File: src/rtl/uart_pkg.sv
// Shared UART constants for the RX buffer and the future TX side.
package uart_pkg;
    localparam int UART_DATA_W        = 8;
    localparam int UART_RX_FIFO_DEPTH = 16;
endpackage

File: src/rtl/fifo_mem.sv
// Byte storage: synchronous write port, asynchronous read port.
module fifo_mem
    import uart_pkg::*;
#(
    parameter  int DEPTH = UART_RX_FIFO_DEPTH,
    parameter  int W     = UART_DATA_W,
    localparam int AW    = $clog2(DEPTH)
) (
    input  logic          clk,
    input  logic          we,
    input  logic [AW-1:0] waddr,
    input  logic [W-1:0]  wdata,
    input  logic [AW-1:0] raddr,
    output logic [W-1:0]  rdata
);

    logic [W-1:0] mem_q [DEPTH];

    always_ff @(posedge clk) begin
        if (we) mem_q[waddr] <= wdata;
    end

    assign rdata = mem_q[raddr];

endmodule

File: src/rtl/uart_rx_fifo.sv
// First-word-fall-through receive FIFO between UART receiver and CPU.
// Define UART_RXFIFO_OVF_EN to drain while full and flag overflow.
module uart_rx_fifo
    import uart_pkg::*;
#(
    parameter  int DEPTH = UART_RX_FIFO_DEPTH,
    localparam int AW    = $clog2(DEPTH)
) (
    input  logic                   clk,
    input  logic                   resetq,
`ifdef UART_RXFIFO_OVF_EN
    input  logic                   ovf_clr,
    output logic                   ovf,
`endif
    input  logic                   rx_valid,
    input  logic [UART_DATA_W-1:0] rx_data,
    output logic                   rx_rd,
    input  logic                   rd,
    output logic                   valid,
    output logic [UART_DATA_W-1:0] data,
    output logic [AW:0]            count,
    output logic                   full
);

    localparam logic [AW:0]   CNT_FULL = (AW+1)'(DEPTH);
    localparam logic [AW:0]   CNT_ONE  = (AW+1)'(1);
    localparam logic [AW-1:0] PTR_ONE  = AW'(1);

    logic [AW-1:0] wp_q, wp_d;
    logic [AW-1:0] rp_q, rp_d;
    logic [AW:0]   cnt_q, cnt_d;
    logic          push, pop;

    assign full  = (cnt_q == CNT_FULL);
    assign valid = (cnt_q != '0);
    assign count = cnt_q;
    assign push  = rx_valid & ~full;
    assign pop   = rd & valid;

`ifdef UART_RXFIFO_OVF_EN
    // Receiver is always drained; bytes arriving while full are dropped.
    assign rx_rd = rx_valid & resetq;
`else
    assign rx_rd = push & resetq;
`endif

    always_comb begin
        wp_d  = wp_q;
        rp_d  = rp_q;
        cnt_d = cnt_q;
        if (push) wp_d = wp_q + PTR_ONE;
        if (pop)  rp_d = rp_q + PTR_ONE;
        unique case ({push, pop})
            2'b10:   cnt_d = cnt_q + CNT_ONE;
            2'b01:   cnt_d = cnt_q - CNT_ONE;
            default: cnt_d = cnt_q;
        endcase
    end

    always_ff @(posedge clk or negedge resetq) begin
        if (!resetq) begin
            wp_q  <= '0;
            rp_q  <= '0;
            cnt_q <= '0;
        end else begin
            wp_q  <= wp_d;
            rp_q  <= rp_d;
            cnt_q <= cnt_d;
        end
    end

`ifdef UART_RXFIFO_OVF_EN
    logic ovf_q, ovf_d;

    // Set has priority over a coincident clear.
    always_comb begin
        ovf_d = ovf_q;
        if (ovf_clr)         ovf_d = 1'b0;
        if (rx_valid & full) ovf_d = 1'b1;
    end

    always_ff @(posedge clk or negedge resetq) begin
        if (!resetq) ovf_q <= 1'b0;
        else         ovf_q <= ovf_d;
    end

    assign ovf = ovf_q;
`endif

    fifo_mem #(
        .DEPTH (DEPTH),
        .W     (UART_DATA_W)
    ) u_mem (
        .clk   (clk),
        .we    (push),
        .waddr (wp_q),
        .wdata (rx_data),
        .raddr (rp_q),
        .rdata (data)
    );

endmodule

File: config.mk
export PLATFORM = sky130hd
export DESIGN_NAME = uart_rx_fifo
export DESIGN_NICKNAME = d
export VERILOG_FILES = /design/src/rtl/uart_pkg.sv /design/src/rtl/fifo_mem.sv /design/src/rtl/uart_rx_fifo.sv
export SDC_FILE = /design/constraint.sdc
export NUM_CORES = 1
export LEC_CHECK = 0
export ABC_CLOCK_PERIOD_IN_PS = 5500
export CAP_MARGIN = 20
export CORE_MARGIN = 5
export CORE_UTILIZATION = 35
export CTS_CLUSTER_DIAMETER = 100
export DETAILED_ROUTE_END_ITERATION = 10
export PLACE_DENSITY = 0.59
export SYNTH_ARGS = -nofsm -noshare
export SYNTH_HDL_FRONTEND = slang
export SYNTH_SLANG_ARGS = --single-unit
File: constraint.sdc
create_clock -name clk -period 5.5 [get_ports clk]
set_input_delay 1.65 -clock clk [delete_from_list [all_inputs] [get_ports clk]]
set_output_delay 1.65 -clock clk [all_outputs]
set_load 0.005 [all_outputs]
==> flow_metrics.env <==
export IMPL_synth_edff_count=128
export IMPL_synthMuxAreaShare_pct=12.34
export IMPL_p_int_uw=2618
export IMPL_hold_viol_final=0
export IMPL_path_class="primary input to primary output"
export IMPL_clock_latency_ns=0.41
export IMPL_p_clk_share_pct=31.0
export IMPL_grt_max_degree=45
export IMPL_r2r_cells=8
export IMPL_synthArstFlopShare_pct=9.220
export IMPL_synthCells=320
export IMPL_cp_max_fo=10
export IMPL_synth_compound_area_share_pct=5.284
export IMPL_drc=0
export IMPL_critPathRequiredTime_ns=3.85
export IMPL_dpl_hpwl_um=7089
export IMPL_ioPinCount=28
export IMPL_area_growth_pct=18.67
export IMPL_skew_ns=0.006268
export IMPL_h_tree_depth=4
export IMPL_p_sw_uw=1120
export IMPL_port_buffers=27
export IMPL_drt_total_wl_um=11110
export IMPL_ir_drop_mv=0.2795
export IMPL_p_per_area_mw_per_mm2=545.3
export IMPL_synthAdderAreaFrac_pct=2.295
export IMPL_core_area_sq_mm=0.01641
export IMPL_synth_top_family_by_area="multiplexers"
export IMPL_final_common_cell="edfxtp_1"
export IMPL_slew_headroom_pct=37.47
export IMPL_gp_congestion=0.7619
export IMPL_grt_usage_pct=12.17
export IMPL_dieArea_sq_mm=0.01918
export IMPL_power_frac_seq_pct=39.4
export IMPL_netlist_area_sq_mm=0.005778
export IMPL_place_area_sq_mm=0.006251
export IMPL_grt_antenna_before_repair=0
export IMPL_netlist_top_cells_area="edfxtp_1, mux4_2, mux2i_1, dfrtp_1, a221oi_1"
export IMPL_maxCapViolations=0
export IMPL_cts_root_buf="clkbuf_16"
export IMPL_drt_iter0_drc=173
export IMPL_synth_xor_area_share_pct=1.516
export IMPL_diodes=0
export IMPL_fin_crit_ns=4.796
export IMPL_cts_sinks=141
export IMPL_cts_buffers=17
export IMPL_drv_slew=0
export IMPL_finalCritPeriodShare_pct=87.21
export IMPL_rsz0062_at_grt="no"
export IMPL_die_w_um=138.5
export IMPL_dr_pass1_iters=5
export IMPL_hold_buffers=0
export IMPL_cts_tree="built"
export IMPL_fmax_mhz=208.5
export IMPL_ys_ff_latch=141
export IMPL_fp_row_count=47
export IMPL_power_leakage_uw=0.002350
export IMPL_final_layout_size_suffix_gt1_share_pct=15.49
export IMPL_endpoint_kind="primary output"
export IMPL_cts_resized=0
export IMPL_synth_ff_type="edfxtp_1"
export IMPL_initial_core_util_pct=35.22
export IMPL_cts_clk_slew_worst_paths_ns=0.06
export IMPL_worst_slack_ns=0.7035
export IMPL_die_h_um=138.5
export IMPL_viasPerCell=4.944
export IMPL_whs_path_depth=1
export IMPL_tns_ns=0
export IMPL_layout_nets=377
export IMPL_grt_pass1_vias=2957
export IMPL_p_sw_share_pct=29.97
export IMPL_post_cts_buffers=0
export IMPL_status="finished, final reports clean"
export IMPL_clockBufferDepth=2
export IMPL_p_comb_share_pct=29.6
export IMPL_final_antenna_net_count=0
export IMPL_syn_nets=342
export IMPL_wire_per_inst_um=18.90
export IMPL_arrival_ns=3.15
export IMPL_ys_seq_area_share_pct=72.15
export IMPL_ys_types=33
export IMPL_yosys_area_top_type="edfxtp_1"
export IMPL_via_count=2907
export IMPL_mostFrequentLayoutCells="edfxtp_1, mux2i_1, clkdlybuf4s50_1, nand2_1, clkbuf_16"
export IMPL_worstMarginPinSlew_ns=0.9344
export IMPL_grt_pass1_wl_um=17660
export IMPL_grt_ovfl_total=0
export IMPL_start_kind="primary input"
export IMPL_place_ws_ns=0.6934
export IMPL_setup_violations=0
export IMPL_synthSimpleGateAreaFrac_pct=3.725
export IMPL_syn_mean_instance_area_sq_um=18.06
export IMPL_hp_class="flip-flop to flip-flop"
export IMPL_fin_area_sq_mm=0.006857
export IMPL_yosysWarnings=0
export IMPL_synth_top_area_share_pct=66.52
-- power groups by stage --
stage | sequential (uW) | clock, uW | combinational [uW]
3_5_place_dp | 1500 | 0 | 1110
4_1_cts | 1480 | 1180 | 1120
6_report | 1470 | 1160 | 1110
2_1_floorplan | 1400 | 0 | 822
3_3_place_gp | 1490 | 0 | 1100
5_1_grt | 1500 | 1230 | 1220
-- cell usage after synthesis, types with 3 or more instances --
cell type	count
edfxtp_1	128
mux2i_1	33
nand2_1	18
mux4_2	16
a221oi_1	15
dfrtp_1	13
nor2_1	13
o21ai_0	11
ha_1	9
a22oi_1	8
buf_6	8
xnor2_1	8
inv_1	5
nor3_1	4
buf_4	3
clkbuf_1	3
-- routing by layer --
metal / track usage [%] / part of all wire [%] / vias to the layer above
met3: 3.557 / 3.6 / 12
met5: 0 / 0 / -
met2: 20.35 / 50 / 60
li1: - / - / 1332
met1: 15.59 / 46 / 1503
met4: 3.276 / 1.2 / 0
-- registers in the layout, summed over array words and instances, names as in the netlist --
signal / count
rp_q: 4
wp_q: 4
count: 5
u_mem.mem_q: 128
-- kinds of logic (layout without fill, tap and decap cells) --
family                   Yosys count  count (layout)
adder cells (fa/ha/maj)           10              10
flip-flops                       141             141
multiplexers                      51              51
AND/OR/NAND/NOR                   45              45
XOR/XNOR                          10              10
AO/OA/AOI/OAI                     41              41
buffers and inverters             22              70
-- per-stage QoR --
stage	total power, uW	utilization, %	instances	hold slack (ns)
2_1_floorplan	2218	-	320	0.5344
3_3_place_gp	2593	38.10	556	0.5507
3_5_place_dp	2613	38.10	556	0.5565
4_1_cts	3780	41.79	588	0.5689
5_1_grt	3944	41.79	588	0.6093
6_report	3739	41.79	588	0.5622
-- worst paths after layout --
path                       startpoint  endpoint  slack (ns)
min                          count[4]  count[4]        0.56
min reg2reg                  count[4]  count[4]        0.56
min in group asynchronous      resetq   wp_q[3]        1.55
max reg2reg                  count[1]  count[4]        2.83
max in group asynchronous      resetq   rp_q[0]        3.77
max                          rx_valid     rx_rd        0.70
-- area by class of cell --
type | instances | area (sq um)
fill | 1432 | 9550
sequential | 141 | 4170
multi-input combinational | 157 | 1459
clock buffer | 19 | 432.9
timing repair buffer | 33 | 327.8
tap | 220 | 275.3
clock inverter | 13 | 172.7
inverter | 5 | 18.77
-- worst max-delay path, cell delays in order --
cell and delay (ns):
clkdlybuf4s50_1 0.46, a21boi_2 0.36, and2_1 0.18, clkdlybuf4s50_1 0.49
Note: power is estimated with default switching activity, not from simulation.
